--- src/rtl/rv64_ctrl_sequencer.sv ---
// rv64_ctrl_sequencer
//   Multi-cycle control sequencer for a small RV64 datapath. Accepts one
//   instruction per valid/ready handshake, decodes R-type ALU ops and BEQ/BNE,
//   and steps each instruction through DECODE, EXECUTE and WRITEBACK.
//
//   Build option: define RV64_CTRL_MEXT_EN to decode M-extension R-type ops
//   (funct7 = 0000001). Without it those encodings are reported as illegal.
//
// Ports
//   clock          rising-edge clock
//   reset          synchronous, active-high
//   instr          instruction word, captured on the handshake edge
//   instr_valid    instr is valid
//   instr_ready    high only in IDLE (and not while reset is held)
//   zero_flag      datapath ALU zero flag, sampled at the end of EXECUTE
//   reg_read_1     rs1 index (zero-extended)
//   reg_read_2     rs2 index (zero-extended)
//   reg_write      rd index (zero-extended)
//   reg_write_cmd  one-cycle register write strobe in WRITEBACK
//   alu_control    ALU operation code (zero-extended)
//   branch_valid   one-cycle pulse in WRITEBACK for branches
//   branch_taken   branch outcome, qualified by branch_valid
//   branch_offset  B-type immediate, qualified by branch_valid
//   instr_done     one-cycle completion pulse for every legal instruction
//   illegal_instr  one-cycle pulse in DECODE for undecodable instructions
//
// state     | meaning
// ----------+------------------------------------------------------------
// S_IDLE    | ready for a new instruction
// S_DECODE  | indices/alu_control driven; illegal encodings exit here
// S_EXECUTE | datapath operates; zero_flag captured at the closing edge
// S_WRITEBACK | write strobe / branch resolution / done pulse
module rv64_ctrl_sequencer #(
  parameter int REG_IDX_W  = 8,
  parameter int ALU_CTRL_W = 8
) (
  input  logic                  clock,
  input  logic                  reset,
  input  logic [31:0]           instr,
  input  logic                  instr_valid,
  output logic                  instr_ready,
  input  logic                  zero_flag,
  output logic [REG_IDX_W-1:0]  reg_read_1,
  output logic [REG_IDX_W-1:0]  reg_read_2,
  output logic [REG_IDX_W-1:0]  reg_write,
  output logic                  reg_write_cmd,
  output logic [ALU_CTRL_W-1:0] alu_control,
  output logic                  branch_valid,
  output logic                  branch_taken,
  output logic [12:0]           branch_offset,
  output logic                  instr_done,
  output logic                  illegal_instr
);

  typedef enum logic [1:0] {
    S_IDLE      = 2'd0,
    S_DECODE    = 2'd1,
    S_EXECUTE   = 2'd2,
    S_WRITEBACK = 2'd3
  } state_t;

  state_t state, state_nxt;

  logic [31:0] instr_q;
  logic [4:0]  alu_q;
  logic        illegal_q;
  logic        is_branch_q;
  logic        is_beq_q;
  logic        taken_q;

  logic [4:0]  dec_alu;
  logic        dec_illegal;
  logic        dec_branch;

  // Decode the incoming word so indices and alu_control are already valid
  // during the DECODE cycle that follows the handshake edge.
  always_comb begin
    dec_alu     = 5'd0;
    dec_illegal = 1'b1;
    dec_branch  = 1'b0;
    case (instr[6:0])
      7'b0110011: begin
        dec_illegal = 1'b0;
        case ({instr[31:25], instr[14:12]})
          {7'h00, 3'b000}: dec_alu = 5'h00;
          {7'h20, 3'b000}: dec_alu = 5'h01;
          {7'h00, 3'b001}: dec_alu = 5'h02;
          {7'h00, 3'b010}: dec_alu = 5'h03;
          {7'h00, 3'b011}: dec_alu = 5'h04;
          {7'h00, 3'b100}: dec_alu = 5'h05;
          {7'h00, 3'b101}: dec_alu = 5'h06;
          {7'h20, 3'b101}: dec_alu = 5'h07;
          {7'h00, 3'b110}: dec_alu = 5'h08;
          {7'h00, 3'b111}: dec_alu = 5'h09;
`ifdef RV64_CTRL_MEXT_EN
          // MUL..REMU occupy 0x0A..0x11 in funct3 order
          {7'h01, 3'b000}, {7'h01, 3'b001}, {7'h01, 3'b010}, {7'h01, 3'b011},
          {7'h01, 3'b100}, {7'h01, 3'b101}, {7'h01, 3'b110}, {7'h01, 3'b111}:
            dec_alu = 5'h0A + {2'b00, instr[14:12]};
`endif
          default: dec_illegal = 1'b1;
        endcase
      end
      7'b1100011: begin
        if (instr[14:13] == 2'b00) begin
          dec_illegal = 1'b0;
          dec_branch  = 1'b1;
          dec_alu     = 5'h01;
        end
      end
      default: dec_illegal = 1'b1;
    endcase
  end

  always_ff @(posedge clock) begin
    if (reset) state <= S_IDLE;
    else       state <= state_nxt;
  end

  always_comb begin
    state_nxt = state;
    case (state)
      S_IDLE:      if (instr_valid) state_nxt = S_DECODE;
      S_DECODE:    state_nxt = illegal_q ? S_IDLE : S_EXECUTE;
      S_EXECUTE:   state_nxt = S_WRITEBACK;
      S_WRITEBACK: state_nxt = S_IDLE;
      default:     state_nxt = S_IDLE;
    endcase
  end

  always_ff @(posedge clock) begin
    if (reset) begin
      instr_q     <= '0;
      alu_q       <= '0;
      illegal_q   <= 1'b0;
      is_branch_q <= 1'b0;
      is_beq_q    <= 1'b0;
      taken_q     <= 1'b0;
    end else begin
      if (state == S_IDLE && instr_valid) begin
        instr_q     <= instr;
        alu_q       <= dec_alu;
        illegal_q   <= dec_illegal;
        is_branch_q <= dec_branch;
        is_beq_q    <= ~instr[12];
      end
      if (state == S_EXECUTE)
        taken_q <= is_beq_q ? zero_flag : ~zero_flag;
    end
  end

  // Strobes are also masked by reset so an abort during the cycle that
  // would have been WRITEBACK produces no side effects.
  always_comb begin
    instr_ready   = 1'b0;
    reg_write_cmd = 1'b0;
    branch_valid  = 1'b0;
    instr_done    = 1'b0;
    illegal_instr = 1'b0;
    case (state)
      S_IDLE:      instr_ready = ~reset;
      S_DECODE:    illegal_instr = illegal_q & ~reset;
      S_WRITEBACK: begin
        instr_done    = ~reset;
        reg_write_cmd = ~is_branch_q & (instr_q[11:7] != 5'd0) & ~reset;
        branch_valid  = is_branch_q & ~reset;
      end
      default: ;
    endcase
  end

  assign reg_read_1    = REG_IDX_W'(instr_q[19:15]);
  assign reg_read_2    = REG_IDX_W'(instr_q[24:20]);
  assign reg_write     = REG_IDX_W'(instr_q[11:7]);
  assign alu_control   = ALU_CTRL_W'(alu_q);
  assign branch_taken  = taken_q;
  assign branch_offset = {instr_q[31], instr_q[7], instr_q[30:25], instr_q[11:8], 1'b0};

endmodule

--- config.mk ---
export PLATFORM = sky130hd
export DESIGN_NAME = rv64_ctrl_sequencer
export DESIGN_NICKNAME = d
export VERILOG_FILES = /design/src/rtl/rv64_ctrl_sequencer.sv
export SDC_FILE = /design/constraint.sdc
export NUM_CORES = 1
export LEC_CHECK = 0
export CAP_MARGIN = 20
export CORE_MARGIN = 3
export CORE_UTILIZATION = 40
export DETAILED_ROUTE_END_ITERATION = 8
export PLACE_DENSITY = 0.85
export SLEW_MARGIN = 20
export SYNTH_ARGS = -nofsm -noshare
export SYNTH_HDL_FRONTEND = slang
export SYNTH_SLANG_ARGS = --single-unit
--- constraint.sdc ---
create_clock -name clock -period 3.7 [get_ports clock]
set_input_delay 0.555 -clock clock [delete_from_list [all_inputs] [get_ports clock]]
set_output_delay 0.555 -clock clock [all_outputs]
set_load 0.03 [all_outputs]
# After elaboration in Yosys (flattened, before gate mapping)
# Index checks and enable logic that the tools add are counted.
[totals]
regBits = 43
input_bits = 36
output_inout_bits = 51
elab_cells = 53
[classes]
n_eq_ne = 15
mux = 17
n_bitwise = 8
reduce_logical = 6
[op_table]
columns = ["op", "count"]
rows = [
  ["$eq 10x3->1 const B", 4],
  ["$pmux 4 s9", 1],
  ["$eq 10x2->1 const B", 2],
  ["$eq 10x9->1 const B", 2],
  ["$mux 1", 11],
  ["$eq 10x1->1 const B", 1],
  ["$logic_not 10->1", 1],
  ["$reduce_or 10->1", 1],
  ["$pmux 2 s4", 1],
  ["$pmux 4 s2", 1],
  ["$eq 7x6->1 const B", 1],
  ["$eq 7x7->1 const B", 1],
  ["$reduce_bool 5->1", 1],
  ["$and 1x1->1", 4],
  ["$eq 2x2->1 const B", 2],
  ["$logic_not 2->1", 2],
  ["$mux 2", 2],
  ["$not 1->1", 4],
  ["$eq 2x1->1 const B", 1],
  ["$ne 2x2->1 const B", 1],
  ["$pmux 1 s2", 1],
  ["$logic_and 1x1->1", 1],
]

# Longest topological paths before layout
[logic_depth]
word_depth = 4
ltp_mapped = 6
ltp_nobuf = 4

# Least setup slack after synthesis
# No wires, ideal clock.
[synth_path]
path_kind = "input to output"
from = "in reset"
to = "out reg_write_cmd"
arrival_time_ps = 1905
required_time_ps = 3145
path_slack_ps = 1240
path_stages = 4
n_path_buf = 1
cell_sequence = "clkbuf_1 -> inv_1 -> and3_1 -> nor3b_1"
[synth_between]
elab_chain_cells = 3
[synth_lines]
columns = ["element", "line_no", "source"]
rows = [
  ["start, declared", "38", "input logic reset,"],
  ["$not 1->1", "165", "reg_write_cmd = ~is_branch_q & (instr_q[11:7] != 5'd0) & ~reset;"],
  ["$and 1x1->1", "165", ""],
  ["$mux 1", "160", "case (state)"],
  ["end, declared", "46", "output logic reg_write_cmd,"],
]
# No other way between the ends.

# Worst setup path in the final report
# Same ends and word-level chain as after synthesis.

==> key figures <==
Clock network
  • Clock latency on the worst-skew pair: approximately 330 ps
  • Reg clk slew, reported paths: 90 ps
  • H-tree Lvls: 2
  • Setup bufs post-CTS: 0
  • Clock tree root buffer cell: clkbuf_4
  • Clock buffer depth: 2
  • Hold-fix buffers, CTS: 0
  • CTS tree: yes
  • Post-CTS sizing: 0
  • CTS Buf Count: 5
  • Clock sinks: 32

Routing
  • Vias: around 1400
  • Vias/cell: between 4 and 5
  • Drt total wl: around 3500 um
  • 1st-pass router iterations: 4
  • Initial DRC Count: between 70 and 80
  • Routed Antenna Nets: 0
  • Drt wl/cell: 11.8 um
  • Drc violations: 0

Power and ir drop
  • Clock share of power: between 20% and 30%
  • P_sw: between 0.2 and 0.25 mW
  • Switch share: 31.9%
  • Internal power: between 0.5 and 0.6 mW
  • Sequential power share: between 40% and 50%
  • Peak supply drop: 0.285 mV
  • Leak Pwr: 0.803 nW
  • PwrDens: 360 nW/um2
  • Power share of the combinational group: around 28%

STA
  • Setup_tns: 0 ps
  • Final Max Tran Viols: 0
  • Final period utilization: between 70% and 80%
  • Worst slew pin tran: a little under 900 ps
  • Final hold viol count: 0
  • Relative slew slack: between 40% and 50%
  • Hold_ws: between 400 and 500 ps
  • Minimum clock period: 2880 ps
  • Setup Skew: a little under 3 ps
  • Setup violators final: 0
  • Fmax: between 300 and 400 MHz
  • Unrepaired setup endpoints after global routing: no
  • Final WS setup: slightly above 800 ps

Logic synthesis
  • Ys Warns: 0
  • Yosys reg bits: 32
  • Synthesized instance count: between 150 and 200
  • Mapped Area: roughly 1500 um2
  • Main synth FF type: dfxtp_1
  • Count of cell types in the netlist: 32
  • Share of Yosys cell area claimed by the top area cell type: between 40% and 50%
  • Ys async rst share: 0%
  • Yosys top cell by area: dfxtp_1
  • Synth cell count leaders: nand2_1 (52), dfxtp_1 (32), a21oi_1 (28), buf_4 (20), nor2_1 (9)
  • Most common cell in the netlist: nand2_1
  • Top cells by area, synth: dfxtp_1 (44%), nand2_1 (13%), buf_4 (10%), a21oi_1 (9.6%), nor4b_1 (2.4%)
  • Seq/Total Area, Yosys: between 40% and 50%
  • Mean Syn Cell Area: a little under 8 um2
  • Post-synth EDFFs: 0

Global routing
  • Largest net degree at the start of global routing: 28
  • GRT Total Usage: approximately 17%
  • Vias in the first global route: approximately 1300
  • Initial antenna violation count: 0
  • Grt ovf: 0
  • First-pass GRT wire length: 5710 um

Floorplan
  • Die area: ~4400 um2
  • DIE HEIGHT: ~66 um
  • # rows: 21
  • Starting Density: a little over two fifths
  • Boundary Pins: between 80 and 90
  • DIE WIDTH: ~66 um
  • Core area: ~3400 um2

Worst setup path
  • Crit Path Category: input port to output pin
  • Critical Path RT: approximately 3100 ps
  • CP arrival: 2320 ps
  • Setup crit start kind: input port
  • CP Max Fanout: 19
  • Critical Path Sink Type: output pin

Run status
  • Status: completed

Layout
  • Fillers: slightly above 300
  • Area delta synth->final: 47.5%
  • Post-route cell area: roughly 2200 um2
  • Multi-input logic area: between 600 and 700 um2
  • Fraction of layout cells with a size suffix above 1: 3.59%
  • Sequential cell area: 641 um2
  • # nets final: between 200 and 300
  • Antenna Cells: 0

Run
  • Total of max-cap violations: 0

Placed design
  • Pre-CTS WS: slightly above 800 ps
  • Final HPWL DP: about 2600 um
  • Area after DPL: 2110 um2
  • Final GP Congestion: 0.741
  • PortBufs: 72

Min path
  • Hold crit path type: flip-flop to flip-flop
## final cells by class
| cell class | instances | share of cell area (%) |
|---|---|---|
| inverters | 2 | 0.349 |
| clock inverters | 1 | 0.232 |
| repair buffers | 74 | 34.2 |
| multi-input cells | 136 | 30.9 |
| clock buffers | 6 | 1.92 |
| well taps | 46 | 2.67 |
| flip-flops and latches | 32 | 29.8 |
## state kept, by name (all words and copies together) (netlist names), named ones only
| register | cells |
|---|---|
| state | 1 |
| is_branch_q | 1 |
| branch_taken | 1 |
| illegal_q | 1 |
| instr_q | 22 |
| alu_q | 4 |
| is_beq_q | 1 |
## metal layers
layer  track usage (%)  vias to the layer above  wire length [um]
li1                  -                      717                 -
met1              20.0                      619              1550
met2              27.8                       66              1510
met3              6.80                        7               380
met4              6.85                        0                56
met5                 0                        -                 0
## worst max-delay path, stage by stage
cell,delay [ps]
clkdlybuf4s50_1,420
buf_4,210
inv_1,80
and3_1,180
nor3b_1,190
clkdlybuf4s50_1,690
## stage by stage
stage / util [%] / std cells / power (mW)
after global placement: 61.7 / 290 / 0.601
after floorplan: - / 200 / 0.527
after global routing: 63.0 / 297 / 0.819
final: 63.0 / 297 / 0.775
after CTS: 63.0 / 297 / 0.781
after detailed placement: 61.7 / 290 / 0.604
## layout by cell type (no fill, tap or decap), types with 3 or more instances in the layout
master	n
clkdlybuf4s50_1	72
nand2_1	52
dfxtp_1	32
a21oi_1	28
conb_1	14
nor2_1	9
clkbuf_4	5
nor3_1	4
nor4b_1	4
o21ai_0	3
## power groups by stage
stage	sequential (mW)	clock [mW]	combinational [mW]
after floorplan	0.419	0	0.107
after global placement	0.387	0	0.214
after detailed placement	0.387	0	0.216
after CTS	0.379	0.185	0.217
after global routing	0.383	0.203	0.234
final	0.379	0.180	0.215
## kinds of logic after synthesis
kind of cell / synth area share [%]
other cells: 0.257
flops: 43.9
mux: 0.686
buf+inv: 13.9
xor+xnor: 1.80
simple gates: 26.7
compound gates: 12.9
## final timing paths
check             startpoint            end  slack [ps]  cells past startpoint
hold reg to reg     alu_q[3]       alu_q[3]         460                      2
setup / recovery       reset  reg_write_cmd         820                      6
setup reg to reg    state[0]       is_beq_q        2080                      4
hold / removal      alu_q[3]       alu_q[3]         460                      2
Power figures use the tool's default switching activity.
